<file path="config.mk">
export PLATFORM = sky130hd
export DESIGN_NAME = data_mem_ctrl
export DESIGN_NICKNAME = d
export VERILOG_FILES = /design/src/rtl/data_mem_ctrl.sv
export SDC_FILE = /design/constraint.sdc
export NUM_CORES = 1
export LEC_CHECK = 0
export CORE_MARGIN = 1
export CORE_UTILIZATION = 35
export DETAILED_ROUTE_END_ITERATION = 7
export PLACE_DENSITY = 0.82
export SLEW_MARGIN = 20
export SYNTH_ARGS = -nofsm -noshare
export SYNTH_HDL_FRONTEND = slang
export SYNTH_SLANG_ARGS = --single-unit
</file>
<file path="constraint.sdc">
create_clock -name clk_i -period 2.3 [get_ports clk_i]
set_input_delay 0.46 -clock clk_i [delete_from_list [all_inputs] [get_ports clk_i]]
set_output_delay 0.46 -clock clk_i [all_outputs]
set_load 0.03 [all_outputs]
</file>
<file path="src/rtl/data_mem_ctrl.sv">
// Data-memory access controller: turns CPU load/store requests into a req/ack
// memory handshake, stalling the CPU until the access completes or is aborted.
module data_mem_ctrl #(
    parameter int          TIMEOUT_CYC = 16,
    parameter logic [31:0] ERR_DATA    = 32'hDEADBEEF
) (
    input  logic        clk_i,
    input  logic        rst_i,
    input  logic        MemRead_i,
    input  logic        MemWrite_i,
    input  logic [31:0] addr_i,
    input  logic [31:0] data_i,
    output logic [31:0] data_o,
    output logic        stall_o,
    output logic        err_o,
    output logic        mem_req_o,
    output logic        mem_we_o,
    output logic [31:0] mem_addr_o,
    output logic [31:0] mem_wdata_o,
    input  logic        mem_ack_i,
    input  logic [31:0] mem_rdata_i
);

    localparam logic [1:0] S_IDLE = 2'd0;
    localparam logic [1:0] S_REQ  = 2'd1;
    localparam logic [1:0] S_DONE = 2'd2;

    localparam int               CNT_W    = (TIMEOUT_CYC > 1) ? $clog2(TIMEOUT_CYC) : 1;
    localparam logic [CNT_W-1:0] CNT_LAST = CNT_W'(TIMEOUT_CYC - 1);

    logic [1:0]       r_state;
    logic [CNT_W-1:0] r_cnt;
    logic             r_mem_req;
    logic             r_mem_we;
    logic             r_err;
    logic [31:0]      r_mem_addr;
    logic [31:0]      r_mem_wdata;
    logic [31:0]      r_data;

    logic w_access;
    logic w_misaligned;
    logic w_timeout;

    assign w_access     = MemRead_i | MemWrite_i;
    assign w_misaligned = (addr_i[1:0] != 2'b00);
    assign w_timeout    = (r_cnt == CNT_LAST);

    assign data_o      = r_data;
    assign err_o       = r_err;
    assign mem_req_o   = r_mem_req;
    assign mem_we_o    = r_mem_we;
    assign mem_addr_o  = r_mem_addr;
    assign mem_wdata_o = r_mem_wdata;

    // Stall must rise in the same cycle the CPU presents the request, so it is
    // decoded from the live inputs while idle rather than registered.
    always_comb begin
        // NOTE: default first so every path assigns stall_o and no latch is inferred.
        stall_o = 1'b0;
        case (r_state)
            S_IDLE:  stall_o = w_access;
            S_REQ:   stall_o = 1'b1;
            default: stall_o = 1'b0;
        endcase
    end

    always_ff @(posedge clk_i) begin
        if (rst_i) begin
            r_state     <= S_IDLE;
            r_cnt       <= '0;
            r_mem_req   <= 1'b0;
            r_mem_we    <= 1'b0;
            r_err       <= 1'b0;
            r_mem_addr  <= '0;
            r_mem_wdata <= '0;
            r_data      <= '0;
        end else begin
            // NOTE: non-blocking assignments keep every register sampling pre-edge values.
            case (r_state)
                S_IDLE: begin
                    if (w_access) begin
                        r_mem_addr  <= addr_i;
                        r_mem_wdata <= data_i;
                        r_mem_we    <= MemWrite_i;
                        r_cnt       <= '0;
                        if (MemRead_i && MemWrite_i)
                            r_err <= 1'b1;
                        // A misaligned access never reaches memory.
                        if (w_misaligned) begin
                            r_err   <= 1'b1;
                            r_state <= S_DONE;
                            if (!MemWrite_i)
                                r_data <= ERR_DATA;
                        end else begin
                            r_mem_req <= 1'b1;
                            r_state   <= S_REQ;
                        end
                    end
                end
                S_REQ: begin
                    // Ack is tested first so it wins over a coincident timeout.
                    if (mem_ack_i) begin
                        if (!r_mem_we)
                            r_data <= mem_rdata_i;
                        r_mem_req <= 1'b0;
                        r_state   <= S_DONE;
                    end else if (w_timeout) begin
                        r_err <= 1'b1;
                        if (!r_mem_we)
                            r_data <= ERR_DATA;
                        r_mem_req <= 1'b0;
                        r_state   <= S_DONE;
                    end else begin
                        r_cnt <= r_cnt + CNT_W'(1);
                    end
                end
                S_DONE: begin
                    r_state <= S_IDLE;
                end
                default: begin
                    r_state   <= S_IDLE;
                    r_mem_req <= 1'b0;
                end
            endcase
        end
    end

endmodule

</file>
==> impl_results.md, run 1 <==
* Status: completed
* Final hold viol count at 0
* Largest net degree at the start of global routing at 68
* Unrepaired setup endpoints after global routing: no
* Reg clk slew, reported paths at 0.07 ns
* Max_cap viols at 0
* Achievable Freq at between 400 and 500 MHz
* Synth warn at 0
* Cells after synthesis at 477
* Hold WS at 0.449 ns
* Post-CTS setup buffer count at 0
* Adder-cell share of the synthesized area at 0.00308
* Post-Synth XOR/XNOR Area at 0
* Final std cells w/o fill at about 800
* Synth-to-layout area growth at 59.3%
* Sequential area share after synthesis at 0.517
* Largest family of logic cells by synthesized area: compound AO/OA/AOI/OAI gates
* Post-synthesis mux area share at 0
* Cts repair resizes at 0
* Chip height at 110 um
* Root buf cell: clkbuf_16
* # IOs at between 200 and 250
* DR pass1 iterations at 4
* Critical path arrival at 1.55 ns
* Fraction of registers with async set/reset at 0
* Clock latency on the worst-skew pair at 0.34 ns
* GRT busiest layer: met2
* Residual DRC at 0
* Post-DR vias/cell at 5.20
* Worst Hold Class: in2reg
* P_leak at 2.45 nW
* Clk buf depth at 2
* Gr ovfl total at 0
* Vias in the first global route at just under 4000
* Ys flop type: dfxtp_1
* Post-placement cell count at roughly 790
* Critical path class: in2out
* Mapped cell area at 4070 um2
* Area taken by multi-input logic gates at 1670 um2
* M1 GR Usage at 0.236
* Shortest period the worst path allows at 2.01 ns
* Detailed placement HPWL at roughly 8.4 mm
* N_diodes at 0
* CTS tree: built
* Max Slew Vio Count at 0
* Core area at 11400 um2
* Netlist cell types at 34
* Post-Syn Nets at between 500 and 600
* EDFF count, synth at 0
* Post-synthesis sequential element count at 105
* Post-DRT Antenna Nets at 0
* Layout fillers at 1015
* Fraction of layout cells with a size suffix above 1 at 0.0653
* Headroom to the max-slew limit at 0.523
* Final WL at 12.4 mm
* Max VDD drop at 465 uV
* Gpl congestion at 0.739
* Clock Skew at 0.00585 ns
* Place WS at 0.126 ns
* DR iter-0 viols at 297
* CTS H-tree lvls at 3
* Post-Syn Area per Cell at 8.53 um2
* PnR Total Power at approximately 0.0046 W
* Post-DR wirelength/cell at 15.5 um
* CP startpoint kind: input pin
* Final number of setup-violating endpoints at 0
* Vias at about 4200
* Final worst setup slack at 0.287 ns
* FP Rows at 39
* Final Net Count at between 700 and 800
* Total Neg Setup Slack at 0 ns
* Worst Path Required at 1.84 ns
* Num CTS Buffers at 9
* Worst-Margin Slew at about 0.72 ns
* Compound-Gate Fraction of Synth Area at 0.290
* Initial antenna violation count at 0
* Clk sinks at about 110
* Met2 Usage GRT at 0.344
* Fin crit share at 0.875
* Total area of sequential cells at between 2000 and 2500 um2
* Crit-path max FO at 3
* Worst Setup End Kind: primary output
* Power per cell area at 708 nW/um2
* GR Util All Layers at 0.204
* Post-CTS Hold Buffers at 0
* Met3 Usage GRT at 0.0480
* Buffers on Ports at 200
* Simple-Gate Fraction of Synth Area at 0.114
* Initial core utilization at 0.358
* Horiz. Die Dim at between 100 and 150 um
* Die area at ~12000 um2
* First-pass GRT wire length at 19.2 mm
-- cells in the final DEF, fill, tap and decap left out, types with 3 or more instances in the layout --
cell type,instances
or2_2,3
a22o_1,8
a221oi_1,3
clkbuf_16,9
clkdlybuf4s50_1,198
buf_4,13
clkinv_2,3
buf_12,3
o21ai_0,67
or3_1,3
inv_1,30
dfxtp_1,105
a21oi_1,91
o21a_1,24
nand3_1,65
-- worst max-delay path, stage by stage --
cell	delay, ns
clkdlybuf4s50_1	0.45
or2_2	0.32
nor2_1	0.09
nor2_1	0.06
buf_4	0.18
-- report_power, final --
| part | internal [W] | switching, W |
|---|---|---|
| combinational | 0.000514 | 0.000617 |
| clock | 0.000761 | 0.000672 |
| sequential | 0.00195 | 0.0000714 |
-- metrics by stage --
step,area [um2],utilization
2_1_floorplan,4070,-
3_3_place_gp,6210,0.546
3_5_place_dp,6210,0.546
4_1_cts,6480,0.570
5_1_grt,6480,0.570
6_report,6480,0.570
-- registers in the layout, summed over array words and instances, names as in the netlist --
signal	cells
data_o	32
mem_addr_o	32
mem_wdata_o	32
r_cnt	4
r_state	2
err_o	1
mem_req_o	1
mem_we_o	1
-- cell families (layout without fill, tap and decap cells) --
logic type	after synthesis	count (layout)
buffers and inverters	79	260
AOI/OAI and AO/OA	205	205
and+or+nand+nor	87	87
adders and majority gates	1	1
DFF	105	105
-- cell usage after synthesis, types with 3 or more instances --
cell	number	area (um2)
o21a_1	24	180
clkbuf_1	39	146
or3_1	3	18.8
inv_1	30	113
dfxtp_1	105	2100
nor2_1	4	15.0
or2_2	3	18.8
a22o_1	8	70.1
a221oi_1	3	26.3
a21oi_1	91	455
o21ai_0	67	335
nand3_1	65	325
buf_2	7	35.0
-- area by class of cell --
class	count	share of cell area
Tap cell	143	0.0276
Sequential cell	105	0.324
Inverter	30	0.0174
Clock inverter	5	0.00483
Clock buffer	11	0.0375
Timing Repair Buffer	214	0.330
Multi-Input combinational cell	293	0.258
-- routing by layer --
layer / part of all wire / up-vias
li1: - / 2029
met1: 0.41 / 1968
met2: 0.50 / 141
met3: 0.065 / 29
met4: 0.031 / 0
met5: 0 / -
-- worst paths after layout --
path	from	to	slack, ns	cells past startpoint
worst max-delay path	MemWrite_i	stall_o	0.29	5
worst min-delay path	rst_i	mem_wdata_o[13]	0.45	2
worst max register to register	r_state[0]	r_cnt[2]	0.41	3
worst min register to register	data_o[10]	data_o[10]	0.46	1
Power figures use the tool's default switching activity.
==> inputs of run 2 (changes only) <==
ABC_AREA = 1   (was default)
CTS_CLUSTER_DIAMETER = 100   (was default)
==> run 2 against run 1 <==
Effect of this change:
- combinational power up 46%
- area after synthesis is 0.40% lower
- clock skew grew 0.0019 ns
- sequential power grew 6%
- final cell count rose by 12%
- via count is 1.9% lower
- routed wire length decreased by 11%
- total power is 18% higher
- sequential share of layout area down 0.29 points
- non-clock buffer count decreased by 3
- final area increased by 0.89%
- critical endpoint is now mem_we_o
- largest cell class unchanged
- highest routed layer unchanged
==> impl_results.md, run 2 <==
* P_leak at approximately 2.7 nW
* Num CTS Buffers at 9
* Post-synth top area share at 0.519
* First-pass GRT wire length at 17.7 mm
* Worst Hold Class: reg2reg
* Gpl congestion at ~0.81
* Reg clk slew, reported paths at 0.07 ns
* Root buf cell: clkbuf_16
* Post-Syn Area per Cell at between 7 and 8 um2
* Shortest period the worst path allows at 1.95 ns
* Total Neg Setup Slack at 0 ns
* Post-DR vias/cell at 4.55
* Worst path bufs/invs at 1
* Worst Path Required at 1.84 ns
* Clk buf depth at 2
* DR pass1 iterations at 4
* Crit-path max FO at 5
* Ys flop type: dfxtp_1
* CP startpoint kind: flip-flop
* Achievable Freq at approximately 510 MHz
* Cells after synthesis at 567
* Largest net degree at the start of global routing at 65
* Horiz. Die Dim at 110 um
* Clock Skew at 0.00775 ns
* Worst Setup End Kind: primary output
* Cts repair resizes at 0
* Most frequent cell after synthesis: nor2_1
* Slowest stage cell, crit path: clkdlybuf4s50_1
* Post-CTS Hold Buffers at 0
* GR Util All Layers at 0.189
* Worst-Margin Slew at 0.542 ns
* Fraction of layout cells with a size suffix above 1 at 0.0515
* Unrepaired setup endpoints after global routing: no
* Power per cell area at 831 nW/um2
* Top cells by area, synth: dfxtp_1 (52%), nor2_1 (21%), o21ai_0 (8.4%)
* Netlist cell types at 19
* Final number of setup-violating endpoints at 0
* Crit-path leading delay family: buffers and inverters
* CTS H-tree lvls at 3
* Most frequent cells in the layout: nor2_1 (224), clkdlybuf4s50_1 (199), dfxtp_1 (105)
* Vias in the first global route at ~3700
* Cells along the critical path: clkdlybuf4s50_1
* Final WL at approximately 11 mm
* Post-DR wirelength/cell at 12.3 um
* Post-CTS setup buffer count at 0
* FP Rows at 38
* Detailed placement HPWL at between 7 and 8 mm
* Initial core utilization at 0.366
* Critical path class: reg2out
* Die area at around 12000 um2
* DR iter-0 viols at 261
* Most common cell after layout, fill and taps aside: nor2_1
* Chip height at around 110 um
* Post-synthesis sequential element count at 105
* Most common library cells after synthesis: nor2_1 (225), dfxtp_1 (105), o21ai_0 (68), nand2_1 (60), nand3_1 (38)
* EDFF count, synth at 0
* Vias at 4088
* # IOs at 201
* CTS tree: built
* Mapped cell area at 4050 um2
* Core area at 11100 um2
* Clk sinks at between 100 and 150
* Synth-to-layout area growth at 61.3%
* Residual DRC at 0
* Status: completed
* Headroom to the max-slew limit at 0.639
* Sequential area share after synthesis at 0.519
* Post-route cell area at approximately 6500 um2
* Fin crit share at 0.847
* Max VDD drop at 524 uV
* Fraction of registers with async set/reset at 0
* PnR Total Power at 0.00543 W
* Synth warn at 0
* Cell taking the most area after synthesis: dfxtp_1
* Worst stage delay on the critical path at between 0.7 and 0.8 ns
* Max Slew Vio Count at 0
* Final hold viol count at 0
* Buffers on Ports at 200
* Initial antenna violation count at 0
* Gr ovfl total at 0
* Final Net Count at 855
* N_diodes at 0
* Post-DRT Antenna Nets at 0
* Max_cap viols at 0
* DP Area at 6220 um2
* Post-Syn Nets at between 600 and 700
* Critical path arrival at 1.49 ns
* Clock latency on the worst-skew pair at roughly 0.34 ns
## run 2: final timing paths
path / start / endpoint / slack [ns] / depth (start not counted)
setup / recovery: mem_we_o / mem_we_o / 0.35 / 1
hold / removal: err_o / err_o / 0.45 / 2
setup reg to reg: r_cnt[0] / data_o[29] / 0.54 / 9
hold reg to reg: err_o / err_o / 0.45 / 2
## run 2: logic make-up after synthesis
kind of cell / synth area share
simple gates: 0.327
fa+ha+maj: 0.00309
buf+inv: 0.0534
compound gates: 0.0939
xor+xnor: 0.00432
flops: 0.519
## run 2: metal layers
| layer | wire (um) | vias to the layer above | global-route usage |
|---|---|---|---|
| li1 | - | 2152 | - |
| met1 | 4580 | 1785 | 0.218 |
| met2 | 5270 | 130 | 0.320 |
| met3 | 911 | 21 | 0.0717 |
| met4 | 260 | 0 | 0.0686 |
| met5 | 0 | - | 0 |
## run 2: per-stage QoR
step	util	worst slack, ns	instances	hold WS [ns]
2_1_floorplan	-	0.781	567	0.447
6_report	0.590	0.351	898	0.452
3_3_place_gp	0.561	0.152	882	0.442
3_5_place_dp	0.561	0.152	882	0.448
5_1_grt	0.590	0.274	898	0.484
4_1_cts	0.590	0.316	898	0.455
## run 2: power breakdown
group | total, W | switching [W] | leakage (nW) | internal [W]
clock | 0.00163 | 0.000671 | 0.157 | 0.000960
combinational | 0.00165 | 0.000946 | 1.69 | 0.000705
sequential | 0.00215 | 0.000108 | 0.872 | 0.00204
## run 2: cell type report
class | instances | area, um2
inverter | 15 | 56.3
tap | 140 | 175
timing repair buffer | 211 | 2140
multi-input combinational | 411 | 1740
clock buffer | 10 | 229
sequential | 105 | 2100
fill | 1008 | 4540
clock inverter | 6 | 91.3
==> inputs of run 3 (changes only) <==
clock period = 1.8 ns   (was 2.3 ns; I/O delays follow)
==> run 3 against run 2 <==
Effect of this change:
- non-clock buffer count rose by 12
- worst hold slack worse by 0.0011 ns
- global-route usage hardly changed
- setup slack lost 0.31 ns
- clock skew rose by 0.00075 ns
- clock power is 26% higher
- register-to-register slack got worse by 0.34 ns
- largest cell class unchanged
==> impl_results.md, run 3 (synthesis results as in run 2) <==
* Worst path bufs/invs at 1
* N_diodes at 0
* DR iter-0 viols at 254
* Final WL at 11.4 mm
* Crit-path leading delay family: buffers and inverters
* Crit path depth at 1
* Worst Hold Class: reg2reg
* Gr ovfl total at 0
* Hold path start: err_o
* Final number of setup-violating endpoints at 0
* Vias in the first global route at around 3700
* Met2 Wirelength at 5.54 mm
* Reg2reg end: data_o[26]
* Initial core utilization at 0.366
* Area taken by multi-input logic gates at 1750 um2
* Worst Path Required at approximately 1.4 ns
* Worst-Margin Slew at 0.380 ns
* Cells along the critical path: clkdlybuf4s50_1
* Max VDD drop at 606 uV
* Chip height at 110 um
* Fraction of layout cells with a size suffix above 1 at 0.0663
* Core area at 11100 um2
* Max Used Layer: met4
* Clk sinks at approximately 110
* Total Neg Setup Slack at 0 ns
* Clk buf depth at 2
* Critical path arrival at roughly 1.4 ns
* Max Slew Vio Count at 0
* Most common cell after layout, fill and taps aside: nor2_1
* Reg clk slew, reported paths at 0.07 ns
* Critical path class: reg2out
* Worst r2r src: r_cnt[0]
* FP Rows at 38
* Layout fillers at 988
* Post-DRT Antenna Nets at 0
* Num CTS Buffers at 9
* Residual DRC at 0
* Post-route cell area at about 6700 um2
* Fin crit share at 0.975
* Horiz. Die Dim at about 110 um
* Worst Setup End Kind: primary output
* DR pass1 iterations at 6
* GR Util All Layers at 0.189
* Clock latency on the worst-skew pair at about 0.34 ns
* Met1 Routed Length at 4.63 mm
* Final Net Count at 867
* Die area at 12000 um2
* Total area of sequential cells at 2100 um2
* Final hold viol count at 0
* Worst setup path endpoint: data_o[28]
* Post-DR vias/cell at 4.63
* Achievable Freq at 570 MHz
* Power per cell area at 1050 nW/um2
* Reg2reg path depth at 10
* Worst stage delay on the critical path at slightly above 0.7 ns
* Clock Skew at 0.00850 ns
* Synth-to-layout area growth at 64.4%
* Headroom to the max-slew limit at 0.746
* Slowest stage cell, crit path: clkdlybuf4s50_1
* Max_cap viols at 0
* Critical Path Source: data_o[28]
* Detailed placement HPWL at roughly 8.2 mm
* Gpl congestion at 0.783
* Post-DR wirelength/cell at 12.6 um
* Buffers on Ports at 200
* Root buf cell: clkbuf_16
* Shortest period the worst path allows at 1.76 ns
* Most frequent cells in the layout: nor2_1 (224), clkdlybuf4s50_1 (196), dfxtp_1 (105)
* Initial antenna violation count at 0
* Post-CTS setup buffer count at 0
* WL met3 at roughly 860 um
* DP Area at 6330 um2
* Post-CTS Hold Buffers at 0
* Status: completed
* Crit-path max FO at 2
* CTS H-tree lvls at 3
* First-pass GRT wire length at 17.6 mm
* P_leak at 2.81 nW
* # IOs at between 200 and 250
* Vias at 4212
* Unrepaired setup endpoints after global routing: no
* Largest net degree at the start of global routing at 58
* CTS tree: built
* Reg2reg setup slack at 0.20 ns
* CP startpoint kind: flip-flop
==> run 3: changes by cell type in the layout (fill, tap and decap cells not counted), moves of 2 or more <==
cell / delta
buf_12: +2
buf_4: +9
clkdlybuf4s50_1: -3
clkinv_4: -2
dlymetal6s2s_1: +2
==> run 3: repair_timing <==
| action | in CTS | in global routing |
|---|---|---|
| setup endpoints to repair | 2 | 28 |
| gates resized for setup | 2 | 6 |
| cloned | 0 | 0 |
==> run 3: layout make-up <==
type,instances,area share
clock buffers,11,0.0349
repair buffers,223,0.340
multi-input cells,411,0.263
inverters,15,0.00845
flip-flops and latches,105,0.316
well taps,140,0.0263
clock inverters,4,0.0115
==> run 3: per-stage QoR <==
step,hold slack [ns],cells,setup WS (ns),util,power (W)
after floorplan,0.447,567,0.306,-,0.00397
after global placement,0.443,894,-0.0215,0.572,0.00494
after global routing,0.475,909,0.00353,0.601,0.00735
after CTS,0.455,909,0.0101,0.600,0.00705
after detailed placement,0.445,894,-0.0848,0.572,0.00498
final,0.451,909,0.0444,0.601,0.00698
==> run 3: report_power, final <==
part	total (W)	internal, W	switching (W)	leakage [nW]
clock	0.00206	0.00122	0.000842	0.146
sequential	0.00275	0.00261	0.000145	0.872
combinational	0.00217	0.000948	0.00122	1.79
==> run 3: worst min path at each step <==
| stage | end | slack (ns) | cells after the start |
|---|---|---|---|
| finish | err_o | 0.45 | 2 |
| global route | err_o | 0.47 | 2 |
| CTS | err_o | 0.46 | 2 |
| detailed placement | err_o | 0.45 | 2 |
| global placement | err_o | 0.44 | 2 |
| floorplan | r_cnt[0] | 0.45 | 1 |
==> run 3: per-layer routing <==
layer | track usage | vias up
li1 | - | 2181
met1 | 0.202 | 1868
met2 | 0.328 | 136
met3 | 0.0688 | 27
met4 | 0.0924 | 0
met5 | 0 | -
==> edit 1, RTL diff (config.mk and constraints of run 1) <==
Make the reset (`rst_i`) asynchronous in one clocked block.
--- a/src/rtl/data_mem_ctrl.sv
+++ b/src/rtl/data_mem_ctrl.sv
@@ -64,7 +64,7 @@
         endcase
     end
 
-    always_ff @(posedge clk_i) begin
+    always_ff @(posedge clk_i or posedge rst_i) begin
         if (rst_i) begin
             r_state     <= S_IDLE;
             r_cnt       <= '0;
Formal check against the unedited RTL: differs if rst_i is asserted again (counterexample within 4 cycles, from zero or initial values and one cycle with rst_i high); with rst_i held inactive, the same outputs for 4 cycles.
==> edit 1 against run 1 <==
- synthesized area grew 17%
- count of clock-buffer cells in the layout grew 2
- first-iteration DRC count grew 46%
- worst setup slack lost 120 ps
- final area grew 13%
- highest routed layer unchanged
- critical endpoint unchanged
- wire length grew 6.8%
- sequential cell count is the same
Power is not compared: it rests on default switching activity, and its combinational part moved more than twofold at a synthesized area within 25%.
==> edit 1: results (changes against run 1) <==
[status]
status = complete, no violations  ; unchanged

[clocking]
htree_num_levels = 3  ; unchanged
clk_pin_slew_ps = 60
clock_path_buffers = 2  ; unchanged
clk_latency_ps = 340  ; about the same
cts_made_buffers = 9  ; unchanged
postCtsResizedCells = 0  ; unchanged

[global_route]
antenna_found_initial = 0  ; unchanged
grt_usage_pct = 19.2  ; was 20.4%
grt.met3_usage_pct = 6.23  ; was 4.80%
use_met2_pct = 30.7  ; was 34.4%
first_global_vias = 4249  ; was 3,950
grt_pass1_wl_um = 21300  ; was 19,200 µm
grt.overflow.total = 0  ; unchanged
grt_max_degree = 45  ; was 68
use_met1_pct = 23.0  ; was 23.6%

[synth]
yosysWarnings = 0  ; unchanged
synth_nets = 481  ; was 579
synth_area_leaders = dfrtp_1, mux2_2, mux2_4  ; was dfxtp_1, a21oi_1, o21ai_0
synth_common_cells = dfrtp_1, mux2_2, mux2_4, nor2_1, a211oi_1  ; was dfxtp_1, a21oi_1, o21ai_0
yosysSeqAreaShare_pct = 55.0  ; was 51.7%
synth.avg_cell_area_um2 = 12.6  ; was 8.53 µm²
synthAdderAreaFrac_pct = 0.262  ; was 0.308%
synthMuxAreaShare_pct = 18.1  ; was 0%
async_flop_share_pct = 100  ; was 0%
synth_compound_area_share_pct = 13.4  ; was 29.0%
ys_types = 42  ; was 34
synthFlopType = dfrtp_1  ; was dfxtp_1

[sta]
tightest_slew_ps = 969  ; was 716 ps
setup_viol = 0  ; unchanged
finalClockSkew_ps = 3.04  ; was 5.85 ps

[place]
place_inst = 745  ; was 785
dpl_cell_area_um2 = 7050  ; was 6210 µm²
place_hpwl_um = 9560  ; was 8400 µm
pre_cts_ws_ps = -69.6  ; was 126 ps
gp_congestion = 0.802  ; was 0.739

[power_and_ir_drop]
irDropWorstVdd_uv = 567
power_leakage_nw = 3.01

[cells_and_area]
nets = 682  ; was 755
area_growth_pct = 53.5  ; was 59.3%
layout-drive-gt1-share_pct = 18.7  ; was 6.53%
fill_cells = 1088  ; was 1,015

[route]
drtIter0Drc = 435  ; was 297
vias_per_cell = 5.26  ; was 5.20
wl_met2_um = 6360  ; was 6150 µm
wirelength_um = 13300  ; was 12,400 µm
met3_length_um = 1090  ; was 805 µm
vias = 4001  ; was 4,167
routedLengthMet1_um = 5410  ; was 5080 µm
first_pass_iters = 4  ; unchanged

[worst_setup_path]
path_max_fanout = 8  ; was 3
max_stage_delay_ps = 670  ; was 450 ps
cp_slowest_cell = clkdlybuf4s50_1  ; unchanged

[min_path]
hp-class = reg2reg  ; was in2reg

-- edit 1: cell type report --
class	count	area share, %
tap	176	3.00
timing repair buffer	224	30.6
inverter	6	0.358
multi-input combinational	234	26.4
clock buffer	13	3.68
clock inverter	2	0.171
sequential	105	35.8
-- edit 1: power by group --
group | switching (mW) | leakage (nW) | internal, mW
logic | 2.39 | 1.63 | 2.15
registers | 0.503 | 1.25 | 2.53
clock network | 0.643 | 0.138 | 0.816
-- edit 1: cells by family after synthesis --
kind of cell,count (synthesis)
fa+ha+maj,1
buf+inv,40
compound gates,81
flops,105
mux,68
simple gates,84
-- edit 1: final timing paths --
kind / slack, ps / cells after the start / from / to
max reg2reg: 400 / 4 / r_cnt[0] / data_o[25]
max in group asynchronous: 1200 / 3 / rst_i / mem_addr_o[5]
min reg2reg: 480 / 1 / err_o / err_o
max: 170 / 4 / MemWrite_i / stall_o
min in group asynchronous: 520 / 2 / rst_i / data_o[3]
min: 480 / 1 / err_o / err_o
==> edit 2, RTL diff (settings of run 1) <==
Made on the original files. The parameter `TIMEOUT_CYC` goes from 16 to 8.
--- a/src/rtl/data_mem_ctrl.sv
+++ b/src/rtl/data_mem_ctrl.sv
@@ -1,7 +1,7 @@
 // Data-memory access controller: turns CPU load/store requests into a req/ack
 // memory handshake, stalling the CPU until the access completes or is aborted.
 module data_mem_ctrl #(
-    parameter int          TIMEOUT_CYC = 16,
+    parameter int          TIMEOUT_CYC = 8,
     parameter logic [31:0] ERR_DATA    = 32'hDEADBEEF
 ) (
     input  logic        clk_i,
Formal check against the unedited RTL: same outputs for any inputs over 4 cycles, from zero or initial values and one cycle with rst_i high; that may be too few to reach the edited logic, so the function may still have changed.
==> edit 2 against run 1 <==
- sequential cell count shrank 1
- clock skew shrank 2.4 ps
- hold slack gained 13 ps
- critical endpoint unchanged
- non-clock buffer count grew 3
- wire length shrank 2.2%
- die area shrank 2.5%
- largest cell class unchanged
- maximum frequency shrank 2.2%
- final area shrank 1.0%
- via count shrank 3.1%
- synthesized area shrank 2.5%
- total power grew 2.3%
- worst setup slack lost 46 ps
==> edit 2: results (changes against run 1) <==
[status]
status = complete, no violations  ; unchanged

[route]
met3_length_um = 1050  ; was 805 µm
drtIter0Drc = 288  ; was 297
wl_met2_um = 5880  ; was 6150 µm
first_pass_iters = 5  ; was 4
vias = 4039  ; was 4,167
wl_per_cell_um = 16.0  ; was 15.5 µm

[min_path]
hp-class = reg2reg  ; was in2reg
hp-start = data_o[22]  ; was rst_i
hold-path-endpoint = data_o[22]  ; was mem_wdata_o[13]

[sta]
min_period_over_period_pct = 89.5  ; was 87.5%
tightest_slew_ps = 990  ; was 716 ps
finalClockSkew_ps = 3.45  ; was 5.85 ps

[power_and_ir_drop]
irDropWorstVdd_uv = 658  ; was 465 µV
power_leakage_nw = 2.32  ; was 2.45 nW
switching_share_pct = 29.3  ; was 29.6%

[global_route]
use_met2_pct = 34.0  ; was 34.4%
grt_max_degree = 63  ; was 68
grt_pass1_wl_um = 18900  ; was 19,200 µm
grt_usage_pct = 20.6  ; was 20.4%
grt.met3_usage_pct = 6.21  ; was 4.80%
use_met1_pct = 24.4  ; was 23.6%
first_global_vias = 3946  ; was 3,950

[place]
place_inst = 745  ; was 785
dpl_cell_area_um2 = 6110  ; was 6210 µm²
pre_cts_ws_ps = 231  ; was 126 ps
gp_congestion = 0.754  ; was 0.739
place_hpwl_um = 8440  ; was 8400 µm

[worst_setup_path]
ff2ff_path_depth = 4  ; was 3
regToRegSetupSlack_ps = 570  ; was 410 ps
r2r-end = data_o[17]  ; was r_cnt[2]
path_max_fanout = 5  ; was 3
worstPathArrival_ps = 1600  ; was 1550 ps
reg2reg_from = r_state[1]  ; was r_state[0]

[synth]
yosysWarnings = 0  ; unchanged
synth_area_leaders = dfxtp_1, a21oi_1, o21ai_0  ; unchanged
synth_compound_area_share_pct = 26.3  ; was 29.0%
yosysSeqAreaShare_pct = 52.5  ; was 51.7%
synthAdderAreaFrac_pct = 0.631  ; was 0.308%
ys_types = 32  ; was 34
synth_nets = 538  ; was 579
synthMuxAreaShare_pct = 2.02  ; was 0%
async_flop_share_pct = 0  ; unchanged

[cells_and_area]
fill_cells = 947  ; was 1,015
nets = 719  ; was 755
layout-drive-gt1-share_pct = 9.02  ; was 6.53%

edit 2: changes by cell type in the layout (fill, tap and decap cells not counted), sizes merged, moves of 4 or more:
cell | run 1 | this run
mux2i | 0 | 8
nand2 | 1 | 19
inv | 30 | 3
a221oi | 5 | 0
o21a | 24 | 2
or3 | 4 | 0
a21oi | 91 | 68
nor2 | 4 | 9
a22o | 8 | 0
o221a | 1 | 24
edit 2: final cells by class:
cell class / instances / area, µm² / share of cell area, %
Inverter: 2 / 7.51 / 0.117
Clock inverter: 7 / 81.3 / 1.27
Multi-Input combinational cell: 282 / 1670 / 26.0
Sequential cell: 104 / 2080 / 32.5
Timing Repair Buffer: 217 / 2170 / 33.9
Tap cell: 140 / 175 / 2.73
Clock buffer: 9 / 225 / 3.51
edit 2: power groups by stage:
stage,logic (mW),clock network [mW],registers (mW)
after global placement,1.11,0,2.04
after floorplan,0.338,0,2.30
after detailed placement,1.13,0,2.05
after global routing,1.21,1.67,2.03
after CTS,1.14,1.61,2.01
final,1.13,1.55,2.01
